<file path="src/rtl/ch2_regs_timer.sv">
// ch2_regs_timer: NR21-NR24 register block and 11-bit frequency timer for channel 2.
// Define CH2_READBACK_EN to build the CPU read decode; otherwise d_out reads FFh.
`timescale 1ns/1ps
module ch2_regs_timer (
    input  logic       amuk_4mhz,
    input  logic       napu_reset,
    input  logic       apu_en,
    input  logic [7:0] a,
    input  logic       cpu_wr,
    input  logic       cpu_rd,
    input  logic [7:0] d_in,
    output logic [7:0] d_out,
    input  logic       nch2_active,
    output logic       nff16_wr,
    output logic       ff16_d6,
    output logic       nff16_d6,
    output logic       ff16_d7,
    output logic       nff16_d7,
    output logic [7:0] ff17_d,
    output logic       nff17_d0,
    output logic       nff17_d1,
    output logic       nff17_d2,
    output logic       nff17_d3,
    output logic       ff19_d6,
    output logic       nff19_d6,
    output logic       ff19_d7,
    output logic       ch2_ftick
);

    logic [1:0]  duty;
    logic [7:0]  nr22;
    logic [7:0]  freq_lo;
    logic [2:0]  freq_hi;
    logic        len_en;
    logic [10:0] timer;
    logic [1:0]  presc;
    logic [2:0]  trig_cnt;
    logic        wr16_n;
    logic        ftick;

    logic        clr;
    logic        wr16;
    logic        wr17;
    logic        wr18;
    logic        wr19;
    logic        trig;
    logic        tick1m;
    logic        run;
    logic [10:0] freq;

    assign clr    = ~napu_reset | ~apu_en;
    assign wr16   = cpu_wr & apu_en & (a == 8'h16);
    assign wr17   = cpu_wr & apu_en & (a == 8'h17);
    assign wr18   = cpu_wr & apu_en & (a == 8'h18);
    assign wr19   = cpu_wr & apu_en & (a == 8'h19);
    assign trig   = wr19 & d_in[7];
    assign tick1m = (presc == 2'd3);
    assign run    = tick1m & (~nch2_active | (trig_cnt != 3'd0));
    assign freq   = {freq_hi, freq_lo};

    // CPU-written register bits; cleared while the APU is off
    always_ff @(posedge amuk_4mhz) begin
        if (clr) begin
            duty    <= 2'd0;
            nr22    <= 8'd0;
            freq_lo <= 8'd0;
            freq_hi <= 3'd0;
            len_en  <= 1'b0;
        end else begin
            if (wr16) duty <= d_in[7:6];
            if (wr17) nr22 <= d_in;
            if (wr18) freq_lo <= d_in;
            if (wr19) begin
                freq_hi <= d_in[2:0];
                len_en  <= d_in[6];
            end
        end
    end

    // Trigger stretcher: restarts at 4 on every trigger write
    always_ff @(posedge amuk_4mhz) begin
        if (clr)
            trig_cnt <= 3'd0;
        else if (trig)
            trig_cnt <= 3'd4;
        else if (trig_cnt != 3'd0)
            trig_cnt <= trig_cnt - 3'd1;
    end

    // Prescaler and frequency timer; a trigger reload beats an overflow
    always_ff @(posedge amuk_4mhz) begin
        if (clr) begin
            presc <= 2'd0;
            timer <= 11'd0;
            ftick <= 1'b0;
        end else begin
            presc <= presc + 2'd1;
            ftick <= 1'b0;
            if (trig) begin
                timer <= {d_in[2:0], freq_lo};
            end else if (run) begin
                if (timer == 11'h7FF) begin
                    timer <= freq;
                    ftick <= 1'b1;
                end else begin
                    timer <= timer + 11'd1;
                end
            end
        end
    end

    // One-clock active-low NR21 write strobe
    always_ff @(posedge amuk_4mhz) begin
        if (clr)
            wr16_n <= 1'b1;
        else
            wr16_n <= ~wr16;
    end

    assign nff16_wr  = wr16_n;
    assign ff16_d6   = duty[0];
    assign nff16_d6  = ~duty[0];
    assign ff16_d7   = duty[1];
    assign nff16_d7  = ~duty[1];
    assign ff17_d    = nr22;
    assign nff17_d0  = ~nr22[0];
    assign nff17_d1  = ~nr22[1];
    assign nff17_d2  = ~nr22[2];
    assign nff17_d3  = ~nr22[3];
    assign ff19_d6   = len_en;
    assign nff19_d6  = ~len_en;
    assign ff19_d7   = (trig_cnt != 3'd0);
    assign ch2_ftick = ftick;

`ifdef CH2_READBACK_EN
    // Read mux: write-only bits read back as 1
    always_comb begin
        d_out = 8'hFF;
        if (cpu_rd) begin
            unique case (a)
                8'h16:   d_out = {duty, 6'h3F};
                8'h17:   d_out = nr22;
                8'h19:   d_out = {1'b1, len_en, 6'h3F};
                default: d_out = 8'hFF;
            endcase
        end
    end
`else
    logic unused_rd;
    assign unused_rd = cpu_rd;
    assign d_out     = 8'hFF;
`endif

endmodule

</file>
<file path="config.mk">
export PLATFORM = sky130hd
export DESIGN_NAME = ch2_regs_timer
export DESIGN_NICKNAME = d
export VERILOG_FILES = /design/src/rtl/ch2_regs_timer.sv
export SDC_FILE = /design/constraint.sdc
export NUM_CORES = 1
export LEC_CHECK = 0
export BUFFER_PORTS_ARGS = -buffer_cell sky130_fd_sc_hd__buf_2
export CORE_ASPECT_RATIO = 1.4
export CORE_MARGIN = 4
export CORE_UTILIZATION = 28
export DETAILED_ROUTE_END_ITERATION = 6
export GPL_ROUTABILITY_DRIVEN = 0
export MAX_ROUTING_LAYER = met4
export SYNTH_ARGS = -nofsm -noshare
export SYNTH_HDL_FRONTEND = slang
export SYNTH_SLANG_ARGS = --single-unit
</file>
<file path="constraint.sdc">
create_clock -name amuk_4mhz -period 2.8 [get_ports amuk_4mhz]
set_input_delay 0.42 -clock amuk_4mhz [delete_from_list [all_inputs] [get_ports amuk_4mhz]]
set_output_delay 0.42 -clock amuk_4mhz [all_outputs]
set_load 0.1 [all_outputs]
</file>
==> results.md, run 1 <==
- Netlist cell types: 53
- CP endpoint kind: flop
- P_leak: ~0.90 nW
- Fmax: around 0.47 GHz
- Placed Instance Area: between 0.002 and 0.0025 mm^2
- Final setup fails: 0
- DR pass1 iterations: 4
- Resize count post-CTS: 0
- Power per cell area: approximately 440 mW/mm^2
- Worst setup SP type: flop
- Grt ovf: 0
- Critical path data required time: ~3.0 ns
- Syn_area_per_cell: 9.10 um^2
- Share of layout cells above drive strength 1: ~26%
- Main flop type after synthesis: dfxtp_1
- DRC errors left: 0
- Slew margin rel.: between 50 and 60%
- Gate power share: 8.7%
- Max-cap violations: 0
- Die Area: 0.00866 mm^2
- Design Power: ~1.1 mW
- Initial DRC count: between 40 and 50
- Initial Util: a little under 30%
- Final ANT Viol Nets: 0
- Longest Clk Path Bufs: 2
- Cts-stage hold buffer count: 0
- Final-stage net count: 290
- VDD IR-drop max: approximately 420 uV
- Clock share of power: about 37%
- Hold Crit Class: in2reg
- Vias in the first global route: roughly 1600
- Crit-path max FO: 9
- RSZ-0062 raised after global routing: no
- Hold Fails Final Rpt: 0
- Clock Skews: between 0.003 and 0.004 ns
- Final WL: around 4300 um
- Wire per inst: about 12 um
- Critical Path AT: around 2.4 ns
- Number of synthesized flops with an enable pin: 0
- Final Max Slew Viols: 0
- Commonest non-fill, non-tap cell in the layout: buf_2
- GRT Overall Usage: between 10 and 15%
- Num ports: between 50 and 60
- Initial antenna violation count: 0
- Root Buffer: clkbuf_8
- Reg clk slew, reported paths: around 0.070 ns
- Commonest cells after routing, fill and taps aside: 41 x buf_2, 40 x dfxtp_1, 37 x nor2_1
- Post-synthesis sequential area ratio: around 40%
- Reg power frac: between 50 and 60%
- Die Ht: between 100 and 150 um
- Crit Path Class: reg2reg
- Die Wd: 79.8 um
- Total core area: ~0.0070 mm^2
- FFs w/ async S/R, synth: 0%
- Slew @ Worst Pin: between 0.6 and 0.7 ns
- # rows: 36
- I/O Buffers: 41
- Net Sw Power: ~0.26 mW
- Clock Sink Count: 40
- Diodes inserted: 0
- Pin count of the biggest net entering global routing: 35
- Tcrit/Tclk final: between 70% and 80%
- First-pass GRT wire length: around 7300 um
- Post-route design area: between 0.002 and 0.0025 mm^2
- DPL Wire Length: about 3300 um
- CTS tree: built
- Synth warn: 0
- Int Power: 0.787 mW
- Status: completed
- Tmin final: between 2 and 2.5 ns
- DR vias: between 1500 and 2000
- DR vias/cell: 4.53
- Mapped Cells: 222
- Switching Share: between 20% and 30%
- Sum Neg Setup Slack: 0 ns
- Flops & latches, synth: 40
- Area grow syn2layout: 17.1%
- Cell area after synthesis: between 0.002 and 0.0025 mm^2
- H-tree depth: 2
- Worst skew pair latency: slightly below 0.3 ns
- # Post-CTS Setup Buffers: 0
- CTS Buf Count: 5
-- state kept, by name, summed over array words and instances, names as in the netlist, 2 cells and up --
signal	flops
freq_lo	8
timer	11
trig_cnt	3
ff17_d	8
duty	2
freq_hi	3
presc	2
-- area by class of cell --
class	instances	area (um^2)
fill	763	4620
multi-input combinational	160	1090
sequential	40	801
timing repair buffer	43	220
tap	95	119
clock buffer	8	90.1
inverter	13	48.8
-- layer usage --
metal / GRT usage (%) / wire, um / vias to the layer above
met5: - / 0 / -
met1: 12.2 / 1800 / 742
li1: - / - / 841
met4: 4.71 / 87 / 0
met3: 2.08 / 193 / 6
met2: 18.9 / 2200 / 37
-- power by group through the flow --
stage / clock (mW) / combinational [mW] / sequential, mW
after global routing: 0.426 / 0.0970 / 0.571
final: 0.390 / 0.0912 / 0.571
after floorplan: 0 / 0.0731 / 0.584
after detailed placement: 0 / 0.0922 / 0.584
after global placement: 0 / 0.0914 / 0.584
after CTS: 0.404 / 0.0922 / 0.571
-- final timing paths --
kind | start | slack (ns) | to | cells past startpoint
worst min-delay path | apu_en | 0.37 | nff16_wr | 2
worst max-delay path | trig_cnt[0] | 0.65 | timer[6] | 7
worst max register to register | trig_cnt[0] | 0.65 | timer[6] | 7
worst min register to register | presc[0] | 0.43 | presc[0] | 1
-- kinds of logic (layout without fill, tap and decap cells) --
group                      after synthesis  in the layout  synth area share (%)
AOI/OAI and AO/OA                       30             30                  10.7
and+or+nand+nor                         90             90                  25.3
buffers and inverters                   29             64                  7.86
other                                    1              8                 0.186
xor gates and xnor gates                 3              3                  1.30
muxes                                   24             24                  11.9
adders and majority gates                5              5                  3.10
DFF                                     40             40                  39.6
-- worst max-delay path, stage by stage, from the launching register on --
cell	delay, ns
dfxtp_1	0.34
inv_1	0.05
ha_1	0.20
ha_1	0.28
a21bo_1	0.31
or3_4	0.42
or3_1	0.31
a31oi_1	0.15
-- metrics by stage --
step,hold slack [ns],instances,utilization [%],setup WS (ns)
after floorplan,0.399,229,-,0.748
after global placement,0.408,351,32.6,0.659
after detailed placement,0.418,351,32.6,0.658
after CTS,0.355,359,33.9,0.633
after global routing,0.367,359,33.9,0.513
final,0.368,359,33.9,0.652
-- synthesized netlist by cell type, drive strengths merged, types with 4 or more instances --
| library cell | number | share of area, % |
|---|---|---|
| nand3 | 7 | 2.4 |
| ha | 5 | 3.1 |
| inv | 13 | 2.4 |
| dfxtp | 40 | 40 |
| nor4 | 4 | 1.9 |
| o21ai | 4 | 1.2 |
| buf | 12 | 4.7 |
| nand2 | 17 | 3.4 |
| mux2i | 24 | 12 |
| nor2 | 37 | 6.9 |
| nand4 | 7 | 3.2 |
| clkbuf | 4 | 0.74 |
| a21oi | 7 | 1.7 |
(Power assumes the default switching activity.)
==> run 2: changes to the inputs <==
Clock period 2.8 ns to 2.19 ns, I/O delays scaled along.
==> results.md, run 2 (synthesized netlist as in run 1, its figures left out) <==
- Status: completed
- Final Util: 34.6% (+0.68 points)
- Grt met1 use: 11.8% (-0.41 points)
- GRT Overall Usage: 11.2% (+0.27 points)
- Pre-CTS setup slack: 0.146 ns (-0.511 ns)
- Hold Crit Class: in2reg
- CP top delay family: simple AND/OR/NAND/NOR gates
- Vias in the first global route: 1679 (+6.7%)
- Fillers: 735 (-3.7%)
- # Post-CTS Setup Buffers: 0 (unchanged)
- Max-cap violations: 0 (unchanged)
- DR vias: 1686 (+3.7%)
- FF-to-FF End: timer[6]
- RSZ-0062 raised after global routing: no
- Diodes inserted: 0 (unchanged)
- Cell count along the critical path: 7 (unchanged)
- Critical path startpoint: trig_cnt[0]
- Fmax: 0.488 GHz (+4.8%)
- Resize count post-CTS: 0 (unchanged)
- Tcrit/Tclk final: 93.6% (+17 points)
- Number of flip-flops in the largest register: 11 (unchanged)
- Wire per inst: 12.2 um (+2.7%)
- Final Max Slew Viols: 0 (unchanged)
- Worst skew pair latency: 0.29 ns (about the same)
- CTS tree: built
- Die Wd: 79.8 um (unchanged)
- Initial Util: 28.9% (unchanged)
- Longest Clk Path Bufs: 2 (unchanged)
- Worst setup SP type: flop
- Critical Path AT: 2.26 ns (-0.09 ns)
- I/O Buffers: 41 (unchanged)
- Crit-path max FO: 9 (unchanged)
- # rows: 36 (unchanged)
- H-tree depth: 2 (unchanged)
- Area grow syn2layout: 19.4%
- Critical Path Sink: timer[6]
- Worst path max stage delay: 0.42 ns (about the same)
- Slew @ Worst Pin: 0.664 ns (-0.0000659 ns)
- P_leak: 0.934 nW (+3.2%)
- Clock Skews: 0.00515 ns (+0.00185 ns)
- Worst path cell trace: inv_1 > ha_1 > ha_1 > a21bo_1 > or3_4 > or3_1 > a31oi_1
- Final cell count without fillers: 363 (+1.1%)
- Final ANT Viol Nets: 0 (unchanged)
- Largest Register: timer
- Total core area: 0.00698 mm^2 (unchanged)
- Tmin final: 2.05 ns (-0.0978 ns)
- Crit Path Class: reg2reg
- Clock Sink Count: 40 (unchanged)
- GR Layer Usage met2: 20.4% (+1.4 points)
- Grt ovf: 0 (unchanged)
- Reg clk slew, reported paths: 0.07 ns (about the same)
- Power per cell area: 594 mW/mm^2 (+34%)
- Initial antenna violation count: 0 (unchanged)
- DRC errors left: 0 (unchanged)
- Hold Startpoint: apu_en
- Commonest non-fill, non-tap cell in the layout: buf_2
- Pin count of the biggest net entering global routing: 35 (unchanged)
- Final setup fails: 0 (unchanged)
- Worst Path Buf+Inv: 1 (unchanged)
- Worst reg2reg setup slack: 0.14 ns (-0.51 ns)
- Share of layout cells above drive strength 1: 27.2% (+1.5 points)
- Final WL: 4450 um (+3.9%)
- Root Buffer: clkbuf_8
- First-pass GRT wire length: 7600 um (+3.6%)
- Routing usage on met3: 1.83% (-0.25 points)
- Placed insts: 355 (+1.1%)
- Slowest stage cell, crit path: or3_4
- Critical path data required time: 2.40 ns (-0.61 ns)
- Slew margin rel.: 55.6% (about the same)
- Worst R2R Path Depth: 7 (unchanged)
- CTS Buf Count: 5 (unchanged)
- CP endpoint kind: flop
- Setup slack after layout: 0.140 ns (-0.512 ns)
- Hold Fails Final Rpt: 0 (unchanged)
- Die Area: 0.00866 mm^2 (unchanged)
- Die Ht: 109 um (unchanged)
- Commonest cells after routing, fill and taps aside: 41 x buf_2, 40 x dfxtp_1, 37 x nor2_1
- Busiest grt layer: met2
- VDD IR-drop max: 379 uV (-9.2%)
- Initial DRC count: 38 (-7.3%)
- DR pass1 iterations: 4 (unchanged)
- Cts-stage hold buffer count: 0 (unchanged)
- Num ports: 51 (unchanged)
- Sum Neg Setup Slack: 0 ns (unchanged)
- Final-stage net count: 294 (+1.4%)
- DR vias/cell: 4.64 (+2.5%)
- DPL Wire Length: 3390 um (+4.1%)
- Most frequent CP cell: ha_1
- R2R Path Start: trig_cnt[0]
-- run 2: cell types whose count changed in the layout (fill, tap and decap cells not counted) --
cell	delta
clkinv_2	+1
bufinv_16	+1
clkbuf_8	-1
clkbuf_1	-1
buf_4	+4
-- run 2: routing by layer --
layer,wire (um),vias up
met2,2400,43
met3,206,10
li1,-,852
met5,0,-
met4,91,0
met1,1750,781
-- run 2: per-stage QoR --
step / total power, mW / hold WS (ns) / instance area, um^2
after floorplan: 0.840 / 0.399 / 2050
after global placement: 0.864 / 0.407 / 2310
after detailed placement: 0.865 / 0.412 / 2310
after CTS: 1.45 / 0.266 / 2410
after global routing: 1.48 / 0.281 / 2410
final: 1.43 / 0.274 / 2410
-- run 2: how the worst min path moves through the flow --
stage / end / slack [ns] / cells past startpoint
detailed placement: presc[0] / 0.41 / 1
floorplan: presc[0] / 0.40 / 1
global route: nff16_wr / 0.28 / 2
global placement: presc[0] / 0.41 / 1
finish: nff16_wr / 0.27 / 2
CTS: nff16_wr / 0.27 / 2
-- run 2: cell type report --
cell class,count,area (um^2),share of cell area [%]
Inverter,13,48.8,2.02
Clock inverter,2,35.0,1.45
Tap cell,95,119,4.92
Clock buffer,6,72.6,3.01
Timing Repair Buffer,47,250,10.4
Multi-Input combinational cell,160,1090,45.0
Sequential cell,40,801,33.2
-- run 2: report_power, final --
group	total [mW]	internal, mW	switching [mW]
clock	0.586	0.338	0.248
combinational	0.117	0.0208	0.0964
sequential	0.730	0.729	0.000964
total	1.43	1.09	0.345
